**config.mk**
```make
export PLATFORM = sky130hd
export DESIGN_NAME = fir_out_collector_flat
export DESIGN_NICKNAME = d
export VERILOG_FILES = /design/src/rtl/fir_out_collector_pkg.sv /design/src/rtl/fir_out_collector_if.sv /design/src/rtl/fir_out_collector_sync_fifo.sv /design/src/rtl/fir_out_collector.sv /design/src/flat_wrapper.sv
export SDC_FILE = /design/constraint.sdc
export NUM_CORES = 1
export LEC_CHECK = 0
export ABC_AREA = 0
export CAP_MARGIN = 20
export CELL_PAD_IN_SITES_DETAIL_PLACEMENT = 1
export CELL_PAD_IN_SITES_GLOBAL_PLACEMENT = 2
export CORE_MARGIN = 4
export CORE_UTILIZATION = 43
export CTS_CLUSTER_DIAMETER = 80
export DETAILED_ROUTE_END_ITERATION = 16
export HOLD_SLACK_MARGIN = 0.05
export PLACE_DENSITY_LB_ADDON = 0.3
export SYNTH_ARGS = -nofsm -noshare
export SYNTH_HDL_FRONTEND = slang
export SYNTH_SLANG_ARGS = --single-unit
```
**constraint.sdc**
```tcl
create_clock -name clk -period 3.67 [get_ports clk]
set_input_delay 0.734 -clock clk [delete_from_list [all_inputs] [get_ports clk]]
set_output_delay 0.734 -clock clk [all_outputs]
set_load 0.02 [all_outputs]
```
**src/rtl/fir_out_collector_pkg.sv**
```systemverilog
// Shared types and defaults for the FIR chain output collector.
package fir_pkg;

  localparam int unsigned DATA_W    = 16;
  localparam int unsigned FRAME_LEN = 8000;

  typedef logic signed [DATA_W-1:0] sample_t;

  typedef enum logic [1:0] {
    IDLE,
    FILL,
    RUN,
    DONE
  } collector_state_t;

endpackage

```
**src/rtl/fir_out_collector_if.sv**
```systemverilog
// Output sample stream: valid/ready with end-of-frame marker.
interface fir_out_collector_if #(
  parameter int unsigned DATA_W = 16
);

  logic signed [DATA_W-1:0] m_data;
  logic                     m_valid;
  logic                     m_ready;
  logic                     m_last;

  modport master (output m_data, output m_valid, output m_last, input m_ready);
  modport slave  (input m_data, input m_valid, input m_last, output m_ready);

endinterface

```
**src/rtl/fir_out_collector_sync_fifo.sv**
```systemverilog
// Show-ahead synchronous FIFO with a registered head word.
module sync_fifo #(
  parameter int unsigned WIDTH = 17,
  parameter int unsigned DEPTH = 16
) (
  input  logic             clk,
  input  logic             rst_p,
  input  logic             push,
  input  logic             pop,
  input  logic [WIDTH-1:0] din,
  output logic             full,
  output logic             empty,
  output logic [WIDTH-1:0] dout
);

  localparam int unsigned AW = (DEPTH > 1) ? $clog2(DEPTH) : 1;

  logic [WIDTH-1:0] mem_q [DEPTH];
  logic [AW-1:0]    wr_ptr_q, wr_ptr_d;
  logic [AW-1:0]    rd_ptr_q, rd_ptr_d;
  logic [AW:0]      count_q, count_d;
  logic [WIDTH-1:0] dout_q, dout_d;
  logic             pop_en, push_en;

  always_comb begin
    empty    = (count_q == '0);
    full     = (count_q == (AW+1)'(DEPTH));
    pop_en   = pop && !empty;
    push_en  = push && (!full || pop_en);
    wr_ptr_d = wr_ptr_q + AW'(push_en);
    rd_ptr_d = rd_ptr_q + AW'(pop_en);
    count_d  = count_q + (AW+1)'(push_en) - (AW+1)'(pop_en);
    // Head register preloads the next word; bypass din when it lands in the head slot.
    dout_d   = dout_q;
    if (count_d != '0) begin
      dout_d = (push_en && (wr_ptr_q == rd_ptr_d)) ? din : mem_q[rd_ptr_d];
    end
    dout     = dout_q;
  end

  always_ff @(posedge clk or posedge rst_p) begin
    if (rst_p) begin
      wr_ptr_q <= '0;
      rd_ptr_q <= '0;
      count_q  <= '0;
      dout_q   <= '0;
    end else begin
      wr_ptr_q <= wr_ptr_d;
      rd_ptr_q <= rd_ptr_d;
      count_q  <= count_d;
      dout_q   <= dout_d;
    end
  end

  always_ff @(posedge clk) begin
    if (push_en) begin
      mem_q[wr_ptr_q] <= din;
    end
  end

endmodule

```
**src/rtl/fir_out_collector.sv**
```systemverilog
// Collects the FIR chain output: drops fill samples, rounds/shifts, buffers a frame
// and streams it out with an end-of-frame marker.
module fir_out_collector #(
  parameter int unsigned DATA_W     = fir_pkg::DATA_W,
  parameter int unsigned FILL_LAT   = 3,
  parameter int unsigned FRAME_LEN  = fir_pkg::FRAME_LEN,
  parameter int unsigned FIFO_DEPTH = 16,
  parameter int unsigned SHIFT      = 0
) (
  input  logic                     clk,
  input  logic                     rst_p,
  input  logic                     ena,
  input  logic                     start,
  input  logic signed [DATA_W-1:0] y_in,
  fir_out_collector_if.master      m_if,
  output logic                     busy,
  output logic                     overflow,
  output logic [12:0]              sample_cnt
);

  import fir_pkg::*;

  localparam int unsigned       FILL_W    = (FILL_LAT > 1) ? $clog2(FILL_LAT + 1) : 1;
  localparam logic [FILL_W-1:0] FILL_LAST = FILL_W'(FILL_LAT - 1);
  localparam logic [12:0]       LAST_IDX  = 13'(FRAME_LEN - 1);

  collector_state_t         state_q, state_d;
  logic [FILL_W-1:0]        fill_cnt_q, fill_cnt_d;
  logic [12:0]              sample_cnt_q, sample_cnt_d;
  logic                     overflow_q, overflow_d;
  logic                     push, last_word, pop_ok;
  logic                     fifo_full, fifo_empty;
  logic signed [DATA_W-1:0] rounded;
  logic [DATA_W:0]          fifo_dout;

  if (SHIFT == 0) begin : g_pass
    always_comb rounded = y_in;
  end else begin : g_round
    localparam logic signed [DATA_W:0] HALF = (DATA_W+1)'(2 ** (SHIFT - 1));
    logic signed [DATA_W:0] wide;
    // One guard bit makes the half-LSB add overflow-free; the shifted result always fits DATA_W.
    always_comb begin
      wide    = $signed({y_in[DATA_W-1], y_in}) + HALF;
      rounded = DATA_W'(wide >>> SHIFT);
    end
  end

  always_ff @(posedge clk or posedge rst_p) begin
    if (rst_p) state_q <= IDLE;
    else       state_q <= state_d;
  end

  always_comb begin
    state_d = state_q;
    case (state_q)
      IDLE:    if (start) state_d = (FILL_LAT == 0) ? RUN : FILL;
      FILL:    if (ena && (fill_cnt_q == FILL_LAST)) state_d = RUN;
      RUN:     if (ena && (sample_cnt_q == LAST_IDX)) state_d = DONE;
      DONE:    if (fifo_empty) state_d = IDLE;
      default: state_d = IDLE;
    endcase
  end

  always_comb begin
    busy         = (state_q != IDLE);
    push         = (state_q == RUN) && ena;
    last_word    = (sample_cnt_q == LAST_IDX);
    pop_ok       = m_if.m_ready && !fifo_empty;
    fill_cnt_d   = fill_cnt_q;
    sample_cnt_d = sample_cnt_q;
    overflow_d   = overflow_q;
    if ((state_q == IDLE) && start) begin
      fill_cnt_d   = '0;
      sample_cnt_d = '0;
      overflow_d   = 1'b0;
    end
    if ((state_q == FILL) && ena) fill_cnt_d = fill_cnt_q + FILL_W'(1);
    // Dropped samples still count so the frame boundary stays aligned with the source.
    if (push) begin
      sample_cnt_d = sample_cnt_q + 13'd1;
      if (fifo_full && !pop_ok) overflow_d = 1'b1;
    end
    overflow   = overflow_q;
    sample_cnt = sample_cnt_q;
  end

  always_ff @(posedge clk or posedge rst_p) begin
    if (rst_p) begin
      fill_cnt_q   <= '0;
      sample_cnt_q <= '0;
      overflow_q   <= 1'b0;
    end else begin
      fill_cnt_q   <= fill_cnt_d;
      sample_cnt_q <= sample_cnt_d;
      overflow_q   <= overflow_d;
    end
  end

  sync_fifo #(
    .WIDTH(DATA_W + 1),
    .DEPTH(FIFO_DEPTH)
  ) u_fifo (
    .clk  (clk),
    .rst_p(rst_p),
    .push (push),
    .pop  (m_if.m_ready),
    .din  ({last_word, rounded}),
    .full (fifo_full),
    .empty(fifo_empty),
    .dout (fifo_dout)
  );

  always_comb begin
    m_if.m_valid = !fifo_empty;
    m_if.m_data  = fifo_dout[DATA_W-1:0];
    m_if.m_last  = fifo_dout[DATA_W] && !fifo_empty;
  end

endmodule

```
**src/flat_wrapper.sv**
```systemverilog
// flat-port wrapper written by rule: the top's interface ports become plain ports
module fir_out_collector_flat import fir_pkg::*;
#(
  parameter int unsigned DATA_W     = fir_pkg::DATA_W,
  parameter int unsigned FILL_LAT   = 3,
  parameter int unsigned FRAME_LEN  = fir_pkg::FRAME_LEN,
  parameter int unsigned FIFO_DEPTH = 16,
  parameter int unsigned SHIFT      = 0
)
  (clk, rst_p, ena, start, y_in, busy, overflow, sample_cnt, m_if_m_data, m_if_m_valid, m_if_m_last, m_if_m_ready);
  fir_out_collector_if #(.DATA_W(DATA_W)) m_if_i ();
  input  logic clk;
  input  logic rst_p;
  input  logic ena;
  input  logic start;
  input  logic signed [DATA_W-1:0] y_in;
  output logic busy;
  output logic overflow;
  output logic [12:0] sample_cnt;
  output wire logic [$bits(m_if_i.m_data)-1:0] m_if_m_data;
  output wire logic [$bits(m_if_i.m_valid)-1:0] m_if_m_valid;
  output wire logic [$bits(m_if_i.m_last)-1:0] m_if_m_last;
  input wire logic [$bits(m_if_i.m_ready)-1:0] m_if_m_ready;
  assign m_if_m_data = m_if_i.m_data;
  assign m_if_m_valid = m_if_i.m_valid;
  assign m_if_m_last = m_if_i.m_last;
  assign m_if_i.m_ready = m_if_m_ready;
  fir_out_collector #(.DATA_W(DATA_W), .FILL_LAT(FILL_LAT), .FRAME_LEN(FRAME_LEN), .FIFO_DEPTH(FIFO_DEPTH), .SHIFT(SHIFT)) u_core (.clk(clk), .rst_p(rst_p), .ena(ena), .start(start), .y_in(y_in), .m_if(m_if_i), .busy(busy), .overflow(overflow), .sample_cnt(sample_cnt));
endmodule
```
# After elaboration in Yosys (flattened, before gate mapping)
# Memories as Yosys holds them, arrays and structs flattened. A register that Yosys moved wholly into a read port is not among the register bits.
# Cells that the tools add are included.
# totals
reg_bits,31
mem_bits_rw,272
inputBits,21
output_inout_bits,33
memories,1
# classes
add_sub_neg,6
eq_ne,10
n_mux,14
reduce_logical,20
# mem_list
memory,depth,word_bits,rd,rd_ports_with_merged_regs,write_ports,line_no,rtl
u_core.u_fifo.mem_q,16,17,1,1,1,fir_out_collector_sync_fifo.sv:18,logic [WIDTH-1:0] mem_q [DEPTH];
# ops
op,count
13-bit two-way mux,2
"13-bit by 1-bit adder with 13-bit output, second input constant",1
"13-bit == test, second input constant",1
2-bit two-way mux,6
1-bit logical AND,9
4-bit by 1-bit adder with 4-bit output,2
2-bit case mux with 4 select lines,1
"2-bit == test, second input constant",3
"2-bit by 1-bit != test with 1-bit output, second input constant",3
2-bit nonzero test,3
5-bit by 1-bit adder with 5-bit output,1
"5-bit == test, second input constant",1
5-bit logical NOT,1
1-bit two-way mux,5
5-bit nonzero test,1
5-bit by 1-bit subtractor with 5-bit output,1
4-bit AND reduction,1
1-bit logical NOT,3
"2-bit by 1-bit adder with 2-bit output, second input constant",1
"2-bit by 1-bit == test with 1-bit output, second input constant",1
2-bit logical NOT,1
"2-bit != test, second input constant",1
1-bit logical OR,1

# Longest topological paths before layout
# logic_depth
ltp_word,8
depth_mapped,17
depth_no_buf,15

# By module
# From an unflattened synthesis, not the netlist that was laid out.
# hier_totals
cells_unflattened,666
area_unflattened_um2,13128.8
# by_module_without_submodules
mod,instances,cells_per_inst,area_each_um2
sync_fifo,1,560,12115.4
fir_out_collector,1,106,1013.5

# Worst setup path after synthesis
# OpenSTA, ideal clock, no wires.
# synth_timing
path_type,register -> register
start,register u_core.u_fifo.count_q[3]
end,register u_core.u_fifo.dout_q[0] (netlist: u_core.u_fifo.dout[0]) (read register of u_core.u_fifo.mem_q)
arrival_time_ns,3.542
setup_slack_ns,0.003
path_stages_with_launch,16
n_path_buf,3
synth_period_minus_slack_ns,3.667
path_cell_list,dfrtp_1 -> inv_1 -> ha_1 -> nor3b_1 -> nand2b_1 -> and2_1 -> ha_1 -> ha_1 -> buf_2 -> buf_2 -> clkbuf_1 -> mux4_2 -> mux2i_1 -> mux2i_1 -> mux2_2 -> mux2_2
# synth_between
elab_cells_between_ends,11
# synth_rtl
element,line_no,rtl
"start, declared",fir_out_collector_sync_fifo.sv:21,"logic [AW:0] count_q, count_d;"
"start signal, assigned",fir_out_collector_sync_fifo.sv:50,count_q <= count_d;
5-bit logical NOT,fir_out_collector_sync_fifo.sv:26,empty = (count_q == '0);
1-bit logical NOT,-,
via m_if_m_valid,flat_wrapper.sv:21,output wire logic [$bits(m_if_i.m_valid)-1:0] m_if_m_valid;
1-bit logical AND,fir_out_collector_sync_fifo.sv:28,pop_en = pop && !empty;
4-bit by 1-bit adder with 4-bit output,fir_out_collector_sync_fifo.sv:31,rd_ptr_d = rd_ptr_q + AW'(pop_en);
via u_core.u_fifo.rd_ptr_d[1],fir_out_collector_sync_fifo.sv:20,"logic [AW-1:0] rd_ptr_q, rd_ptr_d;"
"end, declared",fir_out_collector_sync_fifo.sv:22,"logic [WIDTH-1:0] dout_q, dout_d;"
# The timed path passes the listed nets, and every way through them passes these cells.
# A chain may end at the register's enable or synchronous reset.

# Worst setup path after layout
# layout_timing
start,register u_core.u_fifo.count_q[2]
end,register u_core.u_fifo.dout_q[14] (netlist: u_core.u_fifo.dout[14]) (read register of u_core.u_fifo.mem_q)
# layout_between
elab_chain_cells,8
elab_cells_between_ends,11
# layout_lines
element,line_no,rtl
5-bit logical NOT,fir_out_collector_sync_fifo.sv:26,
1-bit logical NOT,fir_out_collector_sync_fifo.sv:28,
1-bit logical AND,fir_out_collector_sync_fifo.sv:28,
1-bit logical OR,fir_out_collector_sync_fifo.sv:29,push_en = push && (!full || pop_en);
1-bit logical AND,fir_out_collector_sync_fifo.sv:29,
5-bit by 1-bit adder with 5-bit output,fir_out_collector_sync_fifo.sv:32,count_d = count_q + (AW+1)'(push_en) - (AW+1)'(pop_en);
5-bit by 1-bit subtractor with 5-bit output *,fir_out_collector_sync_fifo.sv:32,
via u_core.u_fifo.count_d[4],fir_out_collector_sync_fifo.sv:21,
5-bit nonzero test *,fir_out_collector_sync_fifo.sv:35,if (count_d != '0) begin
# The timed path passes the listed nets; every way through them passes the cells marked *.

==> results.yml <==
run_status:
  status: "completed"
clock_tree:
  cts_tree: "yes"
  clk_latency_ns: 0.52
  htree_levels: 2
  clk_pin_slew_ns: 0.06
  cts_root_buffer: "clkbuf_16"
  clk_path_buf_depth: 3
  cts_buffers: 36
  cts.sinks: 320
  hold_buffers: 0
power:
  powerDensity_nw_per_um2: 829
  peakVddDrop_v: 0.000482
  power.leakage_nw: 5.57
  fin_total_pwr_w: 0.0131
floorplanning:
  die_h_um: 183
  die_area_sq_um: 33500
  num_rows: 63
  io_pins: 54
  initial_core_util_pct: 44.0
  die_x_um: 183
  core_sq_um: 30000
place:
  port_buffers: 53
  hpwlAfterDp_um: 18900
  pre_cts_slack_ns: -0.372
  place.gp.congestion: 0.764
  dp.cells: 1138
layout:
  area_growth_pct: 19.5
  multi_input_area_sq_um: 3580
  diodes: 0
  nNetsFinal: 824
  utilization_pct: 52.6
  seq_area_sq_um: 9370
  final_cell_mix: "272 x edfxtp_1, 68 x mux4_2, 53 x mux2i_1, 53 x clkdlybuf4s50_1, 49 x buf_4"
  fill_cells: 2737
  layoutNonFillerInstCount: 1204
  drive_above_1_share_pct: 30.2
  mostFrequentLayoutCell: "edfxtp_1"
grt:
  grt-ovfl-total: 0
  grt_antenna_before_repair: 0
  grt_pass1_vias: 7336
  grt_max_degree: 32
  grt_use_total_pct: 17.8
  grt_pass1_wl_um: 45300
route:
  routedWlPerCell_um: 24.7
  vias: 6653
  routed_wl_um: 29700
  wl_met2_um: 15200
  dr.pass1.iters: 4
  ant_nets: 0
  drc: 0
  routed.top_layer: "met4"
  vias_per_cell: 5.53
  dr.first_iter.drc_count: 478
  wl_met1_um: 12600
  route.met3.wl_um: 1440
setup_path:
  cp_max_fo: 8
  crit_path_start_kind: "flip-flop"
  critPathRequiredTime_ns: 4.05
  crit_type: "flip-flop to flip-flop"
  crit_path_end_kind: "flip-flop"
  arrival_ns: 3.91
hold_path:
  worstHoldPathType: "flip-flop to flip-flop"
job:
  max_cap_viol_count: 0
sta:
  post-route-period-util_pct: 96.0
  worst_hold_slack_ns: 0.499
  clock.fmax_ghz: 0.284
  finalSetupViolCount: 0
  maxSlewHeadroom_pct: 46.3
  clock_skew_ns: 0.0166
  final_max_slew_viol_count: 0
  finalWorstSetupSlack_ns: 0.146
  fin_crit_ns: 3.52
  tightest_slew_ns: 0.806
  hold_viol_final: 0
synth:
  synth-warning-count: 0
  synth_cell_types: 47
  ys.flop_type: "edfxtp_1"
  synth_seq_cells: 320
  synth_edf_count: 272
  syn-cell-area_sq_um: 13200
  synth_fp_nets: 718
  syn_inst: 681
  ys_seq_area_share_pct: 71.1
  synthArstFlopShare_pct: 15.0
  syn_avg_cell_area_sq_um: 19.4
==> worst paths after layout <==
kind	startpoint	endpoint	depth (start not counted)	slack, ns
min reg2reg	u_core.fill_cnt_q[0]	u_core.fill_cnt_q[0]	1	0.50
min in group asynchronous	rst_p	u_core.u_fifo.dout[13]	2	0.69
max reg2reg	u_core.u_fifo.count_q[2]	u_core.u_fifo.dout[14]	15	0.15
min	u_core.fill_cnt_q[0]	u_core.fill_cnt_q[0]	1	0.50
max	u_core.u_fifo.count_q[2]	u_core.u_fifo.dout[14]	15	0.15
max in group asynchronous	rst_p	u_core.sample_cnt[12]	3	2.27
==> power by group <==
part | internal [W] | switching [W] | total [W]
registers | 0.00429 | 0.000276 | 0.00457
clock network | 0.00207 | 0.00140 | 0.00347
logic | 0.00272 | 0.00231 | 0.00503
==> cell families (layout without fill, tap and decap cells) <==
kind of cell	Yosys count	count (layout)	synth area share, %
AND/OR/NAND/NOR	82	82	3.15
flip-flops	320	320	71.1
buffers and inverters	61	194	2.69
adder cells (fa/ha/maj)	16	16	1.58
multiplexers	156	156	18.9
AO/OA/AOI/OAI	33	33	1.53
XOR/XNOR	13	13	1.09
==> final cells by class <==
| class | instances | share of cell area, % |
|---|---|---|
| sequential | 320 | 59.5 |
| multi-input combinational | 300 | 22.7 |
| timing repair buffer | 113 | 6.99 |
| clock buffer | 48 | 6.59 |
| tap | 390 | 3.10 |
| clock inverter | 17 | 0.802 |
| inverter | 16 | 0.381 |
==> through the flow <==
step	area [sq um]	TNS (ns)
6_report	15800	0
5_1_grt	15800	-0.0639
4_1_cts	15700	0
3_5_place_dp	14600	-6.03
3_3_place_gp	14600	-5.93
2_1_floorplan	13200	0
==> what timing repair did <==
item	CTS	global route
endpoints found under the setup margin	17	17
buffers inserted	0	1
resized for setup	4	3
pin swaps	0	0
==> synth_stat cells (all sizes together), types with 6 or more instances <==
master | instances | area, sq um
buf | 33 | 248
nand2 | 21 | 78.8
clkbuf | 12 | 46.3
mux4 | 68 | 1530
ha | 15 | 188
mux2i | 53 | 531
mux2 | 35 | 432
nor2 | 21 | 78.8
inv | 16 | 60.1
o21ai | 17 | 85.1
xor2 | 8 | 85.1
edfxtp | 272 | 8170
nand3 | 12 | 65.1
nor4 | 6 | 37.5
dfrtp | 48 | 1200
==> layer usage <==
metal  up-vias  GRT usage, %
li1       2915             -
met1      3559          23.9
met2       146          30.9
met3        33          2.92
met4         0          4.26
met5         -             0
==> sequential cells by signal, summed over array words and instances, names as in the netlist, 2 cells and up <==
signal                  count
u_core.u_fifo.rd_ptr_q      4
u_core.u_fifo.dout         17
u_core.u_fifo.mem_q       272
u_core.state_q              2
u_core.sample_cnt          13
u_core.fill_cnt_q           2
u_core.u_fifo.wr_ptr_q      4
u_core.u_fifo.count_q       5
==> critical path: stages (launching register included) <==
cell      delay [ns]
dfrtp_1         0.37
inv_1           0.08
ha_1            0.21
nor3b_4         0.16
buf_4           0.14
a31o_2          0.24
o21ai_1         0.14
ha_1            0.19
inv_1           0.06
fa_1            0.42
nand2b_1        0.17
a21oi_2         0.13
xnor2_1         0.09
or4_4           0.52
buf_6           0.18
mux2_4          0.30
Note: power is estimated with default switching activity, not from simulation.
